$ cat src/rtl/hilo_accum_unit.sv
// HI/LO register pair with mthi/mtlo/mult moves, a two-cycle madd/msub
// accumulator, and registered mfhi/mflo readback.
module hilo_accum_unit (
   input  logic        Clk,
   input  logic        Rst_n,
   input  logic        Valid,
   input  logic [3:0]  Op,
   input  logic [63:0] Product,
   output logic        Ready,
   output logic        Busy,
   output logic [31:0] Hi,
   output logic [31:0] Lo,
   output logic [31:0] ReadData,
   output logic        ReadValid,
   output logic        dbg_state
);

   localparam logic [3:0] OP_MTHI = 4'd1;
   localparam logic [3:0] OP_MTLO = 4'd2;
   localparam logic [3:0] OP_MULT = 4'd3;
   localparam logic [3:0] OP_MADD = 4'd4;
   localparam logic [3:0] OP_MSUB = 4'd5;
   localparam logic [3:0] OP_MFHI = 4'd6;
   localparam logic [3:0] OP_MFLO = 4'd7;

   typedef enum logic {IDLE = 1'b0, ACC = 1'b1} state_t;

   // Handshake: a request transfers on a rising Clk edge where Valid && Ready.
   // Ready is low only during the single ACC cycle; upstream must hold the
   // request (Valid, Op, Product stable) until that edge.
   state_t      state, next_state;
   logic        accept;
   logic        is_acc_op;
   logic        acc_sub;
   logic [63:0] pending;
   logic [63:0] hilo;
   logic [63:0] acc_result;

   assign hilo       = {Hi, Lo};
   assign accept     = Valid && (state == IDLE);
   assign is_acc_op  = (Op == OP_MADD) || (Op == OP_MSUB);
   assign acc_result = acc_sub ? (hilo - pending) : (hilo + pending);

   assign Ready     = (state == IDLE);
   assign Busy      = ~Ready;
   assign dbg_state = state;

   always_ff @(posedge Clk or negedge Rst_n) begin
      if (!Rst_n) state <= IDLE;
      else        state <= next_state;
   end

   always_comb begin
      next_state = state;
      case (state)
         IDLE: if (accept && is_acc_op) next_state = ACC;
         ACC:  next_state = IDLE;
         default: next_state = IDLE;
      endcase
   end

   always_ff @(posedge Clk or negedge Rst_n) begin
      if (!Rst_n) begin
         Hi        <= 32'd0;
         Lo        <= 32'd0;
         ReadData  <= 32'd0;
         ReadValid <= 1'b0;
         pending   <= 64'd0;
         acc_sub   <= 1'b0;
      end else begin
         ReadValid <= 1'b0;
         if (state == ACC) begin
            {Hi, Lo} <= acc_result;
         end else if (accept) begin
            case (Op)
               OP_MTHI: Hi <= Product[31:0];
               OP_MTLO: Lo <= Product[31:0];
               OP_MULT: {Hi, Lo} <= Product;
               OP_MADD, OP_MSUB: begin
                  pending <= Product;
                  acc_sub <= (Op == OP_MSUB);
               end
               OP_MFHI: begin
                  ReadData  <= Hi;
                  ReadValid <= 1'b1;
               end
               OP_MFLO: begin
                  ReadData  <= Lo;
                  ReadValid <= 1'b1;
               end
               default: ;  // opcodes 0 and 8-15 are accepted with no effect
            endcase
         end
      end
   end

endmodule

$ cat config.mk
export PLATFORM = sky130hd
export DESIGN_NAME = hilo_accum_unit
export DESIGN_NICKNAME = d
export VERILOG_FILES = /design/src/rtl/hilo_accum_unit.sv
export SDC_FILE = /design/constraint.sdc
export NUM_CORES = 1
export LEC_CHECK = 0
export CAP_MARGIN = 40
export CELL_PAD_IN_SITES_DETAIL_PLACEMENT = 1
export CELL_PAD_IN_SITES_GLOBAL_PLACEMENT = 2
export CORE_ASPECT_RATIO = 2
export CORE_MARGIN = 10
export CORE_UTILIZATION = 30
export CTS_CLUSTER_DIAMETER = 200
export CTS_CLUSTER_SIZE = 20
export DETAILED_ROUTE_END_ITERATION = 6
export PLACE_DENSITY = 0.78
export REMOVE_ABC_BUFFERS = 1
export SYNTH_ARGS = -nofsm -noshare
export SYNTH_HDL_FRONTEND = slang
export SYNTH_SLANG_ARGS = --single-unit
$ cat constraint.sdc
create_clock -name Clk -period 6.7 [get_ports Clk]
set_input_delay 1.005 -clock Clk [delete_from_list [all_inputs] [get_ports Clk]]
set_output_delay 1.005 -clock Clk [all_outputs]
set_load 0.02 [all_outputs]
==> results.sh <==
export IMPL_outcome="finished, final reports clean"
export IMPL_yosysTopAreaCell="dfrtp_1"
export IMPL_clock_skew_ns=0.01547
export IMPL_fin_cells=2102
export IMPL_wire_per_inst_microns=23.96
export IMPL_vias=11376
export IMPL_leakagePower_nw=6.095
export IMPL_clk_pin_slew_ns=0.07
export IMPL_drive_above_1_share_pct=8.127
export IMPL_grt_overflow=0
export IMPL_syn_area_sq_mm=0.01198
export IMPL_start_kind="flip-flop"
export IMPL_final_antenna_net_count=0
export IMPL_cts_sinks=163
export IMPL_placed_cells=2068
export IMPL_cts_root_buf="clkbuf_16"
export IMPL_synth_ff_type="dfrtp_1"
export IMPL_drv_slew=0
export IMPL_drtPass1Iterations=5
export IMPL_nFillCells=4717
export IMPL_initial_utilization_pct=30.38
export IMPL_yosysUniqueCellTypes=63
export IMPL_hold_violations=0
export IMPL_worst_setup_path_end_kind="flip-flop"
export IMPL_cts_buffers=17
export IMPL_coreArea_sq_mm=0.03944
export IMPL_postCtsHoldBufs=0
export IMPL_yosysWarnings=0
export IMPL_max_freq_mhz=159.4
export IMPL_track_usage_pct=20.59
export IMPL_worstPathMaxFanout=6
export IMPL_die_h_microns=302.6
export IMPL_final_nets=1698
export IMPL_mostFrequentLayoutCell="nand2_1"
export IMPL_cts_tree="built"
export IMPL_seq_area_sq_mm=0.004084
export IMPL_postCtsResizedCells=0
export IMPL_synth_seq_cells=163
export IMPL_avgSynthCellArea_sq_um=8.349
export IMPL_dieArea_sq_mm=0.04881
export IMPL_cts_setup_buffers=0
export IMPL_slew_headroom_pct=40.45
export IMPL_antenna_found_initial=1
export IMPL_ir_drop_mv=0.2508
export IMPL_multi_input_area_sq_mm=0.007505
export IMPL_worstSetupPathType="flip-flop to flip-flop"
export IMPL_grt_max_degree=85
export IMPL_cts_buffer_depth=2
export IMPL_grt_pass1_vias=12694
export IMPL_port_buffers=170
export IMPL_area_growth_pct=23.56
export IMPL_clk_latency_ns=0.47
export IMPL_wl_microns=50370
export IMPL_yosysTopAreaCellShare_pct=34.05
export IMPL_worst_slew_pin_transition_ns=0.8933
export IMPL_final_setup_viol_count=0
export IMPL_p_per_area_mw_per_mm2=563.8
export IMPL_row_count=103
export IMPL_io_pins=171
export IMPL_setup_ws_ns=0.4262
export IMPL_ys_seq_area_share_pct=34.05
export IMPL_critPathRequiredTime_ns=7.02
export IMPL_max_cap_violations=0
export IMPL_setup_tns_ns=0
export IMPL_rsz0062_at_grt="false"
export IMPL_worst_ep_arrival_time_ns=6.59
export IMPL_final_cell_mix="nand2_1 (198), clkdlybuf4s50_1 (169), a21oi_1 (162)"
export IMPL_drt_iter0_markers=411
export IMPL_yosys_top_cells_area="dfrtp_1 (34%), xnor2_1 (7.1%), a21oi_1 (6.8%)"
export IMPL_hold_class="flip-flop to flip-flop"
export IMPL_htreeDepth=4
export IMPL_avgViaCountPerCell=5.412
export IMPL_place_congestion=0.9000
export IMPL_synth_edf_count=0
export IMPL_place_ws_ns=0.1524
export IMPL_synthCells=1435
export IMPL_hpwlAfterDp_microns=40160
export IMPL_grt_pass1_wl_microns=77200
export IMPL_period_needed_ns=6.274
export IMPL_post_route_period_util_pct=93.64
export IMPL_final_util_pct=37.54
export IMPL_drc_errors=0
export IMPL_die_x_microns=161.3
export IMPL_ys_async_sr_fraction_pct=100.0
kinds of logic (layout without fill, tap and decap cells):
kind of cell,Yosys count,in the layout,share of synthesized area [%]
AO/OA/AOI/OAI,414,414,19.61
XOR/XNOR,120,120,8.835
adder cells (fa/ha/maj),65,65,6.851
buffers and inverters,112,252,3.561
flip-flops,163,163,34.05
multiplexers,115,115,10.16
other,0,2,0
AND/OR/NAND/NOR,446,446,16.93
sequential cells by signal, indices dropped and copies added, names as in the netlist:
name / count
acc_sub: 1
pending: 64
ReadData: 32
ReadValid: 1
Busy: 1
Hi: 32
Lo: 32
critical path, cell delays in order, from the launching register on:
cell	delay, ns
dfrtp_1	0.41
inv_1	0.09
ha_1	0.16
nand2b_1	0.10
or4_1	0.56
nor3_1	0.50
and3_1	0.32
nand2_1	0.07
nor2_1	0.36
a21oi_1	0.15
xnor2_1	0.14
ha_1	0.41
nand2_1	0.22
nor2_1	0.33
o211a_1	0.20
a311o_1	0.11
o31ai_1	0.17
o31ai_2	0.48
nand2_1	0.27
a31o_2	0.39
o21ai_0	0.34
xnor2_1	0.22
a21oi_1	0.11
report_power, final:
group          internal [mW]  total, mW  switching [mW]
Combinational           2.26       5.58            3.31
Clock                  0.483      0.937           0.454
Sequential              1.33       1.83           0.507
layer usage:
metal  vias up  part of all wire (%)  global-route usage, %  wire length (microns)
met3        97                   2.8                  2.946                   1394
met4         0                   4.4                  10.83                   2231
met5         -                     0                      0                      0
met1      5716                    35                  19.60                  17420
met2       231                    58                  41.07                  29330
li1       5332                     -                      -                      -
worst paths after layout:
kind / startpoint / endpoint / slack, ns / depth (start not counted)
max reg2reg: pending[0]$_DFFE_PN0P_ / Hi[26]$_DFFE_PN0P_ / 0.43 / 22
max in group asynchronous: Rst_n / Busy$_DFF_PN0_ / 5.10 / 2
min in group asynchronous: Rst_n / ReadData[12]$_DFFE_PN0P_ / 0.56 / 1
max: pending[0]$_DFFE_PN0P_ / Hi[26]$_DFFE_PN0P_ / 0.43 / 22
min: ReadData[31]$_DFFE_PN0P_ / ReadData[31]$_DFFE_PN0P_ / 0.49 / 2
min reg2reg: ReadData[31]$_DFFE_PN0P_ / ReadData[31]$_DFFE_PN0P_ / 0.49 / 2
cell type report:
type / instances / share of cell area, %
multi-input combinational: 1160 / 50.70
sequential: 163 / 27.59
timing repair buffer: 189 / 12.96
tap: 525 / 4.438
clock buffer: 24 / 3.119
inverter: 31 / 0.7861
clock inverter: 8 / 0.3804
antenna: 2 / 0.03381
cell usage after synthesis, types with 3 or more instances:
| library cell | n |
|---|---|
| a41oi_1 | 3 |
| nor4_1 | 9 |
| nand3_1 | 47 |
| buf_1 | 10 |
| o21ai_0 | 151 |
| nand4_1 | 15 |
| nor3_1 | 22 |
| nand2_1 | 200 |
| nor2_1 | 89 |
| mux2i_1 | 62 |
| o31ai_1 | 7 |
| mux2_2 | 53 |
| nor2b_1 | 14 |
| xor2_1 | 22 |
| a31o_2 | 4 |
| ha_1 | 64 |
| clkbuf_1 | 68 |
| o211ai_1 | 5 |
| and3_1 | 8 |
| or3_1 | 13 |
| xnor2_1 | 97 |
| a31oi_1 | 9 |
| o21a_1 | 3 |
| a211oi_1 | 11 |
| o21bai_1 | 7 |
| dfrtp_1 | 163 |
| o21ai_1 | 3 |
| and2_1 | 7 |
| inv_1 | 31 |
| nand2b_1 | 7 |
| a21o_1 | 28 |
| a21oi_1 | 162 |
per-stage QoR:
step                      hold WS (ns)  area, sq um  power [mW]
after floorplan                 0.5023        11670       5.270
after global placement          0.4620        14190       7.410
after global routing            0.5148        14800       8.993
final                           0.4869        14800       8.346
after CTS                       0.4892        14790       8.425
after detailed placement        0.4735        14270       7.452
(Power assumes the default switching activity.)
